[config.mk]
export PLATFORM = sky130hd
export DESIGN_NAME = adder_pipe
export DESIGN_NICKNAME = d
export VERILOG_FILES = /design/src/rtl/adder_pipe.sv
export SDC_FILE = /design/constraint.sdc
export NUM_CORES = 1
export LEC_CHECK = 0
export CAP_MARGIN = 30
export CORE_UTILIZATION = 40
export CTS_CLUSTER_DIAMETER = 200
export CTS_CLUSTER_SIZE = 28
export DETAILED_ROUTE_END_ITERATION = 6
export PLACE_DENSITY = 0.68
export SETUP_SLACK_MARGIN = 0.2
export SLEW_MARGIN = 20
export SYNTH_ARGS = -nofsm -noshare
export SYNTH_HDL_FRONTEND = slang
export SYNTH_SLANG_ARGS = --single-unit
[constraint.sdc]
create_clock -name clk -period 3.2 [get_ports clk]
set_clock_uncertainty 0.15 [all_clocks]
set_input_delay 0.32 -clock clk [delete_from_list [all_inputs] [get_ports clk]]
set_output_delay 0.32 -clock clk [all_outputs]
set_load 0.01 [all_outputs]
[src/rtl/adder_pipe.sv]
// adder_pipe: pipelined WIDTH-bit adder with per-transaction signed/unsigned
// mode, wrap or saturate on overflow, valid/ready on both sides with
// per-stage backpressure and bubble collapse, and a completed-result counter.
module adder_pipe #(
   parameter int WIDTH   = 8,
   parameter int STAGES  = 2,
   parameter int SAT     = 0,
   parameter int COUNT_W = 16
) (
   input  logic               clk,
   input  logic               reset,
   input  logic [WIDTH-1:0]   a,
   input  logic [WIDTH-1:0]   b,
   input  logic               is_signed,
   input  logic               valid,
   output logic               ready,
   output logic [WIDTH-1:0]   c,
   output logic               overflow,
   output logic               c_valid,
   input  logic               c_ready,
   output logic [COUNT_W-1:0] txn_count
);

   // Stage payload: {ovf, result}
   typedef logic [WIDTH:0] word_t;

   logic [STAGES-1:0] v;
   word_t             d [STAGES];
   logic [STAGES-1:0] adv;

   logic [WIDTH:0]    sum;
   logic              ovf;
   logic [WIDTH-1:0]  res;
   logic              full;

   // Stage-0 arithmetic: full-width sum, overflow detect, optional saturation
   always_comb begin
      sum = {1'b0, a} + {1'b0, b};
      if (is_signed)
         ovf = (a[WIDTH-1] == b[WIDTH-1]) && (sum[WIDTH-1] != a[WIDTH-1]);
      else
         ovf = sum[WIDTH];
      res = sum[WIDTH-1:0];
      if (SAT != 0 && ovf) begin
         if (!is_signed)
            res = '1;
         else if (a[WIDTH-1])
            res = {1'b1, {(WIDTH-1){1'b0}}};
         else
            res = {1'b0, {(WIDTH-1){1'b1}}};
      end
   end

   // Per-stage load enables. The recursive chain adv[k] = !v[k] || adv[k+1]
   // is flattened to "not every stage from k to the end is full, or the
   // consumer is taking the last one", which avoids a self-referencing vector.
   always_comb begin
      full = 1'b1;
      adv  = '0;
      for (int unsigned k = 0; k < STAGES; k++) begin
         full = 1'b1;
         for (int unsigned j = k; j < STAGES; j++)
            full = full & v[j];
         adv[k] = !full || c_ready;
      end
   end

   assign ready    = adv[0];
   assign c        = d[STAGES-1][WIDTH-1:0];
   assign overflow = d[STAGES-1][WIDTH];
   assign c_valid  = v[STAGES-1];

   // Pipeline registers: each stage loads from its predecessor when it is
   // empty or its own content moves on; payload only updates on valid data
   always_ff @(posedge clk or negedge reset) begin
      if (!reset) begin
         v <= '0;
         for (int unsigned k = 0; k < STAGES; k++)
            d[k] <= '0;
      end else begin
         if (adv[0]) begin
            v[0] <= valid;
            if (valid)
               d[0] <= {ovf, res};
         end
         for (int unsigned k = 1; k < STAGES; k++) begin
            if (adv[k]) begin
               v[k] <= v[k-1];
               if (v[k-1])
                  d[k] <= d[k-1];
            end
         end
      end
   end

   // Completed output handshakes, wrapping at 2^COUNT_W
   always_ff @(posedge clk or negedge reset) begin
      if (!reset)
         txn_count <= '0;
      else if (c_valid && c_ready)
         txn_count <= txn_count + 1'b1;
   end

endmodule

# --- After elaboration in Yosys (flattened, before gate mapping) ---
# Cells that the tools add are included.
word_totals:
  ff_bits: 36
  out_inout_bits: 27
  elab_cells: 19
  input_bits: 21
classes:
  n_reduce_logical: 8
  add_sub_neg: 2
  n_eq_ne: 2
  muxes: 1
  bitwise: 1
op_table:
  columns: ["cell", "n"]
  rows:
  - ["adder 16 x 1 -> 16 bit (second input constant)", 1]
  - ["adder 8 x 8 -> 9 bit", 1]
  - ["AND reduction 2 bit", 2]
  - ["logical AND 1 bit", 2]
  - ["logical NOT 1 bit", 2]
  - ["logical OR 1 bit", 2]
  - ["bitwise AND 1 bit", 1]
  - ["equality test 1 bit", 1]
  - ["2-to-1 mux 1 bit", 1]
  - ["!= test 1 bit", 1]

# --- Logic depth before layout (Yosys ltp) ---
# Gate-level depths: netlist of the first run.
depth:
  ltp_word: 4
  depth_mapped: 7
  depth_no_buf: 7

# --- Worst setup path before layout of the first run ---
# Ideal clock, no wire load.
synth_path:
  kind: "input -> register"
  start: "input port a[0]"
  end: "register d[15] (netlist bit)"
  path_slack_ns: 1.233
  path_stages: 7
  arrival_ns: 1.682
  setup_time_ns: 0.135
  required_time_ns: 2.915
  path_buffers: 0
  cell_sequence: "ha_1 > fa_1 > a211oi_1 > o21bai_1 > a211o_1 > nand2_1 > o21ai_0"
synth_between:
  elab_chain_len: 1
synth_rtl:
  columns: ["element", "line_no", "rtl"]
  rows:
  - ["from (decl)", "12", "input logic [WIDTH-1:0] a,"]
  - ["adder 8 x 8 -> 9 bit", "38", "sum = {1'b0, a} + {1'b0, b};"]
  - ["to (signal, indexed assignment)", "90", "d[k] <= d[k-1];"]
  - ["to (decl)", "28", "word_t d [STAGES];"]
# No other way between the ends.
# A chain may end at the register's enable or synchronous reset.

# --- Worst setup path after layout of the first run ---
# Same ends and word-level chain as after synthesis.

==> results by group, run 1 <==
STA
  – Relative slew slack: 66.9%
  – Final hold vios: 0
  – Least-Margin Pin Slew: 0.495 ns
  – Min Tclk post-route: 2.22 ns
  – Period Utilization, post-route: 69.3%
  – RSZ-0062 raised after global routing: no
  – Final setup vio count: 0
  – Max Clk Rate: 0.451 GHz
  – Final Max Tran Viols: 0
  – Setup TNS: 0 ns

Setup path
  – CP cell instances: clkdlybuf4s50_1, ha_1, fa_1, a211oi_1, o21bai_1, a211o_1, nand2_1, o21ai_0
  – Worst Path Required: 3.20 ns
  – CP top delay family: compound AO/OA/AOI/OAI gates
  – Path depth of the worst reg2reg path: 6
  – Max incr delay on CP: 0.43 ns
  – Worst Setup Start Kind: input port
  – CP Buf/Inv Count: 1
  – Crit path max fanout: 3
  – Worst path slowest cell: fa_1
  – Critical Path End Type: flip-flop
  – Crit path arrival time: 2.22 ns
  – Levels on crit path: 8
  – Critical path class: in2reg

Route
  – Via-per-instance ratio: 5.05
  – Starting DRT DRC Count: 43
  – Post-route ant nets: 0
  – Vias: 1348
  – Drt wl/cell: 12.0 um
  – Met1 wire length: 1490 um
  – Met3 wire len: 146 um
  – DRC: 0
  – Metal2 WL: 1520 um
  – DR pass1 iterations: 4
  – DRT Wirelength: 3200 um
  – DR top layer: met4

Clock network
  – Root Driver: clkbuf_8
  – CTS Sinks: 36
  – Max Buffers Root-to-Sink: 2
  – Clk_lat worst skew: 0.28 ns
  – Max H-tree Level: 2
  – Post-cts hold buffer count: 0
  – CTS tree: done
  – CTS Buf Count: 5
  – Post_cts resized: 0
  – Post-CTS Setup Inserts: 0
  – Clock-pin slew on the worst setup and hold paths: 0.07 ns

Power
  – Sw Share: 28.3%
  – Reg power frac: 43.1%
  – Cell area power density: 612 mW/mm^2
  – Sw Pwr: 0.423 mW
  – Combinational share of power: 30.9%
  – Clk pwr share: 26.1%
  – Leakage Power: 1.05 nW
  – Maximum VDD drop: 0.220 mV
  – Internal Pwr Total: 1.07 mW

Synthesis
  – Synthesized Nets: 199
  – Post-synthesis area per instance: 11.1 um^2
  – Syn Inst Count: 168
  – Post-synth EDFFs: 0
  – Synth top area cells: dfrtp_1, mux2_2, xnor2_1
  – Synthesized area: 0.00186 mm^2
  – Cell taking the most area after synthesis: dfrtp_1
  – Synthesis-stage register bit count: 36
  – Top_reg_cell synth: dfrtp_1
  – Async SR Flop Fraction: 100%
  – Area share of the largest cell type after synthesis: 48.5%
  – Unique masters post-synth: 35
  – Synth warnings: 0
  – Seq/Total Area, Yosys: 48.5%

Run status
  – Status: finished clean

GRT
  – Gr usage total: 14.7%
  – Vias in the first global route: 1310
  – First-pass GRT wire length: 5700 um
  – Largest net degree at the start of global routing: 37
  – Total congestion overflow: 0
  – Initial antenna violation count: 0

Finish
  – Most frequent cells in the layout: clkdlybuf4s50_1, dfrtp_1, nand2_1
  – Most common cell after layout, fill and taps aside: clkdlybuf4s50_1
  – Filler cell count: 396
  – Layout area overhead: 31.6%
  – Number of diodes: 0
  – Fin util: 55.4%
  – Layout net count: 245
  – Share of layout cells above drive strength 1: 12.6%

Die
  – Row count: 24
  – Core area: 0.00441 mm^2
  – Die H: 70.2 um
  – Die Wd: 70.2 um
  – I/O pin total: 48
  – Full die area: 0.00492 mm^2
  – Initial Utilization: 42.1%

Job
  – Max-cap violations: 0

Place
  – PortBufs: 47
  – Detailed placement HPWL: 2440 um
  – GPL Wtd Cong: 0.790

Min path
  – Worst hold path class: in2async
per-stage QoR:
step	worst slack [ns]	hold WS [ns]	area [um^2]	power, mW	cells
after floorplan	1.23	-0.126	1860	0.922	168
after CTS	0.984	0.322	2440	1.52	267
after global routing	0.814	0.348	2440	1.59	267
final	0.982	0.311	2440	1.50	267
after detailed placement	0.675	0.315	2340	1.12	259
after global placement	0.720	0.310	2340	1.11	259
synthesized netlist by cell type (4+ instances only):
cell type / number
xor2_1: 6
xnor2_1: 13
ha_1: 9
nand2_1: 20
mux2_2: 13
nor3_1: 5
buf_4: 8
nand3_1: 4
dfrtp_1: 36
o21ai_0: 7
nor2_1: 9
a211oi_1: 4
final cells by class:
class	instances	area (um^2)	share of cell area [%]
repair buffers	48	478	19.5
well taps	52	65.1	2.66
flip-flops and latches	36	901	36.8
clock inverters	2	35.0	1.43
multi-input cells	120	882	36.1
inverters	3	11.3	0.461
clock buffers	6	72.6	2.97
routing by layer:
metal / global-route usage, % / vias up
met4: 6.89 / 0
met3: 3.61 / 4
met2: 23.8 / 44
met1: 18.5 / 629
li1: - / 671
met5: 0 / -
registers in the layout, indices dropped and copies added (netlist names):
name and flops:
v 2, txn_count 16, c 8, d 9
overflow 1
final timing paths:
path	from	to	slack, ns
setup reg to reg	txn_count[0]	txn_count[12]	1.30
setup / recovery	a[0]	d[15]	0.98
hold / removal	reset	v[0]	0.31
min in group clk	txn_count[15]	txn_count[15]	0.32
hold reg to reg	txn_count[15]	txn_count[15]	0.32
max in group asynchronous	reset	c[3]	2.28
power by group through the flow:
stage | combinational, mW | sequential (mW) | clock [mW]
floorplan | 0.264 | 0.658 | 0
global placement | 0.457 | 0.654 | 0
detailed placement | 0.468 | 0.657 | 0
CTS | 0.470 | 0.647 | 0.398
global route | 0.503 | 0.665 | 0.419
finish | 0.462 | 0.645 | 0.390
kinds of logic (layout without fill, tap and decap cells):
| family | Yosys count | in the layout | synth area share [%] |
|---|---|---|---|
| DFF | 36 | 36 | 48.5 |
| muxes | 13 | 13 | 7.88 |
| AOI/OAI and AO/OA | 26 | 26 | 9.97 |
| xor gates and xnor gates | 19 | 19 | 8.96 |
| and+or+nand+nor | 52 | 52 | 13.5 |
| buffers and inverters | 12 | 59 | 4.04 |
| adders and majority gates | 10 | 10 | 7.14 |
(Power assumes the default switching activity.)
==> inputs of run 2 (changes only) <==
clock period = 2.2 ns   (was 3.2 ns; I/O delays follow)
==> run 2 against run 1 <==
Effect of this change: via count up 0.96%; sequential share of layout area down 0.81 points; critical endpoint unchanged; die area unchanged.
==> results by group, run 2 (synthesis results as in run 1) <==
Run status
  – Status: finished clean (unchanged)

Place
  – PortBufs: 47 (unchanged)
  – Detailed placement HPWL: 2540 um (was 2440 um)
  – Dpl ws: -0.249 ns (was 0.675 ns)
  – GPL Wtd Cong: 0.823 (was 0.790)

Route
  – Post-route ant nets: 0 (unchanged)
  – DRT Wirelength: 3540 um (was 3200 um)
  – Drt wl/cell: 13.0 um (was 12.0 um)
  – Via-per-instance ratio: 5.00 (was 5.05)
  – DRC: 0 (unchanged)
  – Starting DRT DRC Count: 42 (was 43)
  – Vias: 1361 (was 1348)
  – DR pass1 iterations: 5 (was 4)

Clock network
  – Max H-tree Level: 2 (unchanged)
  – Max Buffers Root-to-Sink: 2 (unchanged)
  – CTS Buf Count: 5 (unchanged)
  – CTS tree: done (unchanged)
  – Root Driver: clkbuf_8 (unchanged)
  – Clock-pin slew on the worst setup and hold paths: 0.07 ns (about the same)
  – Clk_lat worst skew: 0.29 ns (was 0.28 ns)
  – Post-cts hold buffer count: 0 (unchanged)
  – CTS Sinks: 36 (unchanged)

GRT
  – Largest net degree at the start of global routing: 37 (unchanged)
  – Initial antenna violation count: 0 (unchanged)
  – Busiest grt layer: met2 (unchanged)
  – GR Layer Usage met1: 18.4% (was 18.5%)
  – M2 GR Usage: 24.9% (was 23.8%)
  – Vias in the first global route: 1296 (was 1310)
  – GR Util met3: 4.91% (was 3.61%)
  – First-pass GRT wire length: 5790 um (was 5700 um)
  – Total congestion overflow: 0 (unchanged)
  – Gr usage total: 15.4% (was 14.7%)

STA
  – Final hold vios: 0 (unchanged)
  – Max Clk Rate: 0.512 GHz
  – Period Utilization, post-route: 88.7%
  – Hold WS: 0.196 ns (was 0.311 ns)
  – Final setup vio count: 0 (unchanged)
  – Setup TNS: 0 ns (unchanged)
  – Min Tclk post-route: 1.95 ns
  – Least-Margin Pin Slew: 0.445 ns (was 0.495 ns)
  – Relative slew slack: 70.4% (was 66.9%)
  – Final Max Tran Viols: 0 (unchanged)
  – Setup WS post-layout: 0.248 ns (was 0.982 ns)
  – RSZ-0062 raised after global routing: yes (was no)

Finish
  – Max reg flops: 16 (unchanged)
  – Filler cell count: 409 (was 396)
  – Share of layout cells above drive strength 1: 17.3% (was 12.6%)
  – Number of diodes: 0 (unchanged)
  – Fin util: 56.6% (was 55.4%)
  – Most common cell after layout, fill and taps aside: clkdlybuf4s50_1 (unchanged)
  – Most flops, register: txn_count (unchanged)
  – Most frequent cells in the layout: clkdlybuf4s50_1, dfrtp_1, nand2_1 (unchanged)
  – Layout net count: 251 (was 245)
  – Layout area overhead: 34.5% (was 31.6%)

Power
  – Clk pwr share: 20.7% (was 26.1%)
  – Reg power frac: 45.4% (was 43.1%)
  – Combinational share of power: 33.9% (was 30.9%)
  – Internal Pwr Total: 1.46 mW (was 1.07 mW)
  – Sw Share: 30.2% (was 28.3%)
  – Cell area power density: 835 mW/mm^2 (was 612 mW/mm^2)
  – Sw Pwr: 0.630 mW (was 0.423 mW)
  – Leakage Power: 1.07 nW (was 1.05 nW)
  – Maximum VDD drop: 0.315 mV (was 0.220 mV)
  – Final Power: 2.09 mW (was 1.50 mW)

Die
  – Core area: 0.00441 mm^2 (unchanged)
  – Full die area: 0.00492 mm^2 (unchanged)
  – Die Wd: 70.2 um (unchanged)
  – Row count: 24 (unchanged)
  – Die H: 70.2 um (unchanged)
  – I/O pin total: 48 (unchanged)
  – Initial Utilization: 42.1% (unchanged)

Setup path
  – Crit. Startpoint: b[0] (was a[0])
  – Max incr delay on CP: 0.44 ns (was 0.43 ns)
  – CP cell instances: clkdlybuf4s50_1, ha_2, fa_2, a211oi_2, o21bai_1, a211o_1, nand2_1, o21ai_0 (was clkdlybuf4s50_1, ha_1, fa_1, a211oi_1, o21bai_1, a211o_1, nand2_1, o21ai_0)
  – Critical path class: in2reg (unchanged)
  – Worst path slowest cell: clkdlybuf4s50_1 (was fa_1)
  – CP Buf/Inv Count: 1 (unchanged)
  – Crit path max fanout: 3 (unchanged)
  – Worst Setup Start Kind: input port (unchanged)
  – Crit Reg-Reg Startpoint: txn_count[0] (unchanged)
  – Crit path arrival time: 1.98 ns (was 2.22 ns)
  – Worst Path Required: 2.23 ns (was 3.20 ns)
  – Critical Path End Type: flip-flop (unchanged)
  – CP top delay family: compound AO/OA/AOI/OAI gates (unchanged)

Min path
  – Worst hold path class: in2async (unchanged)

Job
  – Max-cap violations: 0 (unchanged)
run 2: per-stage QoR:
step	area, um^2	instances
after global routing	2500	272
after global placement	2380	265
final	2500	272
after detailed placement	2380	265
after CTS	2460	272
after floorplan	1860	168
run 2: layout make-up:
type	count	area (um^2)	share of cell area [%]
inverter	3	11.3	0.450
tap	52	65.1	2.60
multi-input combinational	120	922	36.9
clock inverter	1	5.00	0.200
sequential	36	901	36.0
clock buffer	6	72.6	2.90
timing repair buffer	54	523	20.9
run 2: power by group through the flow:
stage          combinational [mW]  clock, mW  sequential (mW)
2_1_floorplan               0.384          0            0.957
3_3_place_gp                0.676          0            0.952
3_5_place_dp                0.694          0            0.959
4_1_cts                     0.699      0.450            0.948
5_1_grt                     0.764      0.480            0.971
6_report                    0.707      0.433            0.948
run 2: per-layer routing:
metal / vias to the layer above / share of wire (%)
li1: 680 / -
met1: 631 / 44
met2: 42 / 49
met3: 8 / 5.0
met4: 0 / 1.8
met5: - / 0
run 2: timing repair:
action / in CTS / in global routing
gates resized for setup: 2 / 6
endpoints found under the setup margin: 2 / 4
buffers inserted: 0 / 0
pin swaps: 0 / 4
run 2: worst reg2reg max path, delay by kind of cell, from the launching register on:
kind          cells  cell delay [ns]
xor+xnor          1             0.16
fa+ha+maj         1             0.17
flops             1             0.42
simple gates      4             0.79
run 2: path summary, 6_finish.rpt:
path                                  to  slack [ns]  depth (start not counted)
max                                d[15]        0.25                          8
max in group asynchronous          d[11]        1.39                          2
min                         txn_count[3]        0.20                          2
max reg2reg                txn_count[12]        0.43                          6
min reg2reg                txn_count[15]        0.32                          1
min in group clk           txn_count[15]        0.32                          1
==> inputs of run 3 (changes only) <==
CELL_PAD_IN_SITES_DETAIL_PLACEMENT = 0   (was unset)
CELL_PAD_IN_SITES_GLOBAL_PLACEMENT = 1   (was unset)
CORE_UTILIZATION = 37   (was 40)
PLACE_DENSITY = unset   (was 0.68)
PLACE_DENSITY_LB_ADDON = 0.1   (was unset)
RECOVER_POWER = 100   (was unset)
==> run 3 against run 2 <==
Effect of this change: non-clock buffer count did not move; final cell count is 5.9% higher; die area grew 7.9%.
==> results by group, run 3 (synthesis results as in run 1) <==
Die
  – Die H: 72.9 um (was 70.2 um)
  – Core area: 0.00479 mm^2 (was 0.00441 mm^2)
  – Full die area: 0.00531 mm^2 (was 0.00492 mm^2)
  – Row count: 25 (was 24)
  – I/O pin total: 48 (unchanged)
  – Initial Utilization: 38.8% (was 42.1%)
  – Die Wd: 72.9 um (was 70.2 um)

Power
  – Cell area power density: 870 mW/mm^2 (was 835 mW/mm^2)
  – Maximum VDD drop: 0.312 mV (was 0.315 mV)
  – Leakage Power: 1.14 nW (was 1.07 nW)

Finish
  – Most common cell after layout, fill and taps aside: dfrtp_1 (was clkdlybuf4s50_1)
  – Layout net count: 251 (unchanged)
  – Number of diodes: 0 (unchanged)
  – Layout area overhead: 36.8% (was 34.5%)
  – Most flops, register: txn_count (unchanged)
  – Max reg flops: 16 (unchanged)
  – Most frequent cells in the layout: dfrtp_1, dlygate4sd3_1, nand2_1 (was clkdlybuf4s50_1, dfrtp_1, nand2_1)
  – Share of layout cells above drive strength 1: 14.9% (was 17.3%)

Route
  – Drt wl/cell: 12.5 um (was 13.0 um)
  – DR pass1 iterations: 4 (was 5)
  – DRC: 0 (unchanged)
  – DRT Wirelength: 3600 um (was 3540 um)
  – Via-per-instance ratio: 4.74 (was 5.00)
  – Starting DRT DRC Count: 45 (was 42)
  – Post-route ant nets: 0 (unchanged)
  – Vias: 1366 (was 1361)

GRT
  – Largest net degree at the start of global routing: 37 (unchanged)
  – Total congestion overflow: 0 (unchanged)
  – Gr usage total: 15.5% (was 15.4%)
  – First-pass GRT wire length: 6260 um (was 5790 um)
  – Initial antenna violation count: 0 (unchanged)
  – Vias in the first global route: 1391 (was 1296)

Setup path
  – CP Buf/Inv Count: 2 (was 1)
  – Path depth of the worst reg2reg path: 6 (unchanged)
  – CP top delay family: buffers and inverters (was compound AO/OA/AOI/OAI gates)
  – Critical path class: in2out (was in2reg)
  – Crit path arrival time: 1.67 ns (was 1.98 ns)
  – R2r setup slk: 0.38 ns (was 0.43 ns)
  – Worst path slowest cell: dlygate4sd3_1 (was clkdlybuf4s50_1)
  – R2r endpoint: txn_count[12] (unchanged)
  – CP cell instances: dlygate4sd3_1, nand3b_1, dlygate4sd3_1 (was clkdlybuf4s50_1, ha_2, fa_2, a211oi_2, o21bai_1, a211o_1, nand2_1, o21ai_0)
  – Worst Setup Start Kind: input port (unchanged)
  – Crit path max fanout: 4 (was 3)
  – Crit Reg-Reg Startpoint: txn_count[0] (unchanged)
  – Max incr delay on CP: 0.64 ns (was 0.44 ns)
  – Critical Path End Type: output port (was flip-flop)
  – Most used cell along the critical path: dlygate4sd3_1
  – Worst Path Required: 1.83 ns (was 2.23 ns)

Place
  – Detailed placement HPWL: 2810 um (was 2540 um)
  – PortBufs: 47 (unchanged)
  – GPL Wtd Cong: 0.822 (was 0.823)
  – Dpl ws: -0.211 ns (was -0.249 ns)

Min path
  – Hold Path End: d[11]
  – Hold Path Cell Cnt: 2
  – Hold path startpoint: d[11]
  – Worst hold path class: reg2reg (was in2async)

Clock network
  – Clk_lat worst skew: 0.28 ns (was 0.29 ns)
  – CTS Buf Count: 5 (unchanged)
  – Root Driver: clkbuf_8 (unchanged)
  – CTS Sinks: 36 (unchanged)
  – Post-CTS Setup Inserts: 0 (unchanged)
  – CTS tree: done (unchanged)
  – Max H-tree Level: 2 (unchanged)
  – Max Buffers Root-to-Sink: 2 (unchanged)
  – Post-cts hold buffer count: 0 (unchanged)
  – Clock-pin slew on the worst setup and hold paths: 0.07 ns (about the same)

STA
  – Final Max Tran Viols: 0 (unchanged)
  – Least-Margin Pin Slew: 0.884 ns (was 0.445 ns)
  – Relative slew slack: 41.0% (was 70.4%)
  – Hold WS: 0.330 ns (was 0.196 ns)
  – Max Clk Rate: 0.490 GHz (was 0.512 GHz)
  – Final setup vio count: 0 (unchanged)
  – Setup WS post-layout: 0.161 ns (was 0.248 ns)
  – Min Tclk post-route: 2.04 ns (was 1.95 ns)
  – RSZ-0062 raised after global routing: yes (unchanged)
  – Setup TNS: 0 ns (unchanged)
  – Period Utilization, post-route: 92.7% (was 88.7%)
  – Final hold vios: 0 (unchanged)

Job
  – Max-cap violations: 0 (unchanged)

Run status
  – Status: finished clean (unchanged)
-- run 3: cell types whose count changed in the layout (fill, tap and decap cells not counted), moves of 2 or more --
cell | previous run | this run
clkdlybuf4s50_1 | 47 | 16
nor3_2 | 2 | 0
dlygate4sd3_1 | 0 | 29
buf_4 | 7 | 4
clkbuf_8 | 5 | 7
nor3_1 | 3 | 5
dlymetal6s2s_1 | 0 | 2
-- run 3: power breakdown --
group          internal [mW]  switching, mW
combinational          0.373          0.277
clock                  0.400          0.226
sequential             0.820          0.116
-- run 3: cell type report --
cell class,instances,area (um^2)
Multi-Input combinational cell,120,897
Fill cell,437,2240
Tap cell,67,83.8
Clock inverter,1,30.0
Sequential cell,36,901
Inverter,3,11.3
Timing Repair Buffer,54,522
Clock buffer,7,96.3
-- run 3: repair_timing --
action / CTS / global route
gates resized for setup: 4 / 5
setup endpoints to repair: 2 / 4
pin swaps: 2 / 4
-- run 3: per-stage QoR --
stage                     instances  cell area, um^2  utilization [%]  total power, mW
after floorplan                 168             1860                -             1.34
after global placement          280             2400             50.2             1.63
after detailed placement        280             2400             50.2             1.66
after CTS                       288             2540             53.0             2.30
after global routing            288             2540             53.1             2.35
final                           288             2540             53.1             2.21
-- run 3: worst max path at each step --
| stage | startpoint | end | slack, ns | depth (start not counted) |
|---|---|---|---|---|
| after floorplan | a[0] | d[15] | 0.33 | 7 |
| after global placement | a[0] | d[17] | -0.18 | 8 |
| after detailed placement | a[0] | d[17] | -0.21 | 8 |
| after CTS | a[1] | d[17] | 0.20 | 7 |
| after global routing | a[0] | d[17] | 0.11 | 8 |
| final | c_ready | ready | 0.16 | 3 |
-- run 3: worst register-to-register path: cells and delay by family, from the launching register on --
family | cells | cell delay (ns)
DFF | 1 | 0.40
and+or+nand+nor | 4 | 0.86
adders and majority gates | 1 | 0.16
xor gates and xnor gates | 1 | 0.17
-- run 3: per-layer routing --
metal	wire length (um)	part of all wire (%)	track usage, %
met1	1640	45	18.5
met2	1800	50	26.5
met3	114	3.2	3.31
met4	57	1.6	7.19
met5	0	0	0
==> variant, RTL diff (settings of run 2) <==
The parameter `SAT` goes from 0 to 1.
--- a/src/rtl/adder_pipe.sv
+++ b/src/rtl/adder_pipe.sv
@@ -6,3 +6,3 @@
    parameter int STAGES  = 2,
-   parameter int SAT     = 0,
+   parameter int SAT     = 1,
    parameter int COUNT_W = 16
Function: changed (a bounded check fails within 4 cycles, from zero or initial values and one cycle with reset low).
==> variant against run 2 <==
Setup slack better by 0.018 ns. Utilization is 3.8 points higher. Critical endpoint is now d[9]$_DFFE_PN0P_. Final area is 7.5% higher. Synthesized area is 1.3% higher. Wire length is 6.4% higher. Sequential power is 0.9% lower. Largest cell class unchanged. Total power is 3.9% higher. The run now ends with design-rule violations left. Sequential cell count stayed put.
==> variant: results (changes against run 2) <==
[die]
fp.dieW_um = 70.6  ; was 70.2 um

[detailed_routing]
drcViolationCount = 16  ; was 0
vias = 1449  ; was 1361
drt-initial-drc-count = 51  ; was 42
wl_per_cell_um = 13.6  ; was 13.0 um
drtPass1Iterations = 6  ; was 5
drt-total-wl_um = 3770  ; was 3540 um

[place]
place_inst = 268  ; was 265
gp_congestion = 0.801  ; was 0.823
place_ws_ns = -0.320  ; was -0.249 ns

[synth]
synth_cell_types = 37  ; was 35
syn_nets = 197  ; was 199
yosys-top-cells-count = dfrtp_1 (36), xnor2_1 (17), nor2_1 (15)  ; was dfrtp_1 (36), nand2_1 (20), mux2_2 (13), xnor2_1 (13)
synth_area_leaders = dfrtp_1 (48%), xnor2_1 (7.9%), ha_1 (6.0%)  ; was dfrtp_1 (48%), mux2_2 (7.9%), xnor2_1 (6.1%)
seq_area_frac_synth_pct = 47.9  ; was 48.5%

[power_and_ir_drop]
cellLeakagePower_nw = 1.13  ; was 1.07 nW

[setup_path]
slowest_stage = fa_2  ; was clkdlybuf4s50_1
cp.arrival_ns = 1.94  ; was 1.98 ns
rr_startpoint = txn_count[4]$_DFFE_PN0P_  ; was txn_count[0]$_DFFE_PN0P_
crit_end = d[9]$_DFFE_PN0P_  ; was d[15]$_DFFE_PN0P_
crit_start = a[1]  ; was b[0]
slowest_delay_ns = 0.40  ; was 0.44 ns
rr_endpoint = txn_count[11]$_DFFE_PN0P_  ; was txn_count[12]$_DFFE_PN0P_
r2r_setup_slack_ns = 0.57  ; was 0.43 ns
worst-path-max-fanout = 6  ; was 3

[timing]
worstMarginPinSlew_ns = 0.450  ; was 0.445 ns

[global_routing]
grt_first_pass_wirelength_um = 6280  ; was 5790 um
track_usage_pct = 16.0  ; was 15.4%

[outcome]
violations = design-rule violations
status = complete, but fails checks  ; was finished clean

## variant: cell types whose count changed after synthesis, moves of 2 or more
cell             run 2  this run
a211oi_1             4         0
nor2_1               9        15
and2_1               0         2
xor2_1               6         3
nor4_1               2         4
inv_1                3         1
or2b_1               2         0
xnor2_1             13        17
nand2_1             20        11
o21ai_0              7         2
a311oi_1             0         3
mux2_2              13        10
and3_1               1         3
## variant: layer usage
layer | track usage, % | wire (um) | up-vias
met5 | 0 | 0 | -
met4 | 6.44 | 40 | 0
met3 | 4.27 | 205 | 4
met2 | 28.2 | 1940 | 46
met1 | 18.6 | 1580 | 699
li1 | - | - | 700
## variant: power by group through the flow
stage	combinational, mW	clock (mW)	sequential [mW]
floorplan	0.388	0	0.953
global placement	0.681	0	0.943
detailed placement	0.699	0	0.953
CTS	0.715	0.506	0.940
global route	0.802	0.532	0.961
finish	0.742	0.487	0.939
## variant: metrics by stage
stage          area, um2  hold slack [ns]
6_report            2690            0.189
3_3_place_gp        2460            0.312
5_1_grt             2690            0.243
3_5_place_dp        2460            0.315
2_1_floorplan       1900           -0.226
4_1_cts             2610            0.204
## variant: area by class of cell
type / count / area [um2]
well taps: 52 / 65.1
clock buffers: 7 / 96.3
flip-flops and latches: 36 / 901
multi-input cells: 120 / 1050
inverters: 1 / 3.75
repair buffers: 61 / 574
fillers: 363 / 1760
## variant: cell families after synthesis
kind of cell             Yosys count  synth area share (%)
buffers and inverters             10                  3.59
adder cells (fa/ha/maj)           10                  7.05
XOR/XNOR                          20                  9.31
flip-flops                        36                  47.9
AO/OA/AOI/OAI                     21                  9.57
multiplexers                      11                  6.52
AND/OR/NAND/NOR                   58                  16.1
## variant: timing repair
item	in CTS	in global routing
pin swaps	11	8
resized for setup	13	17
setup buffers	2	0
setup endpoints to repair	9	7
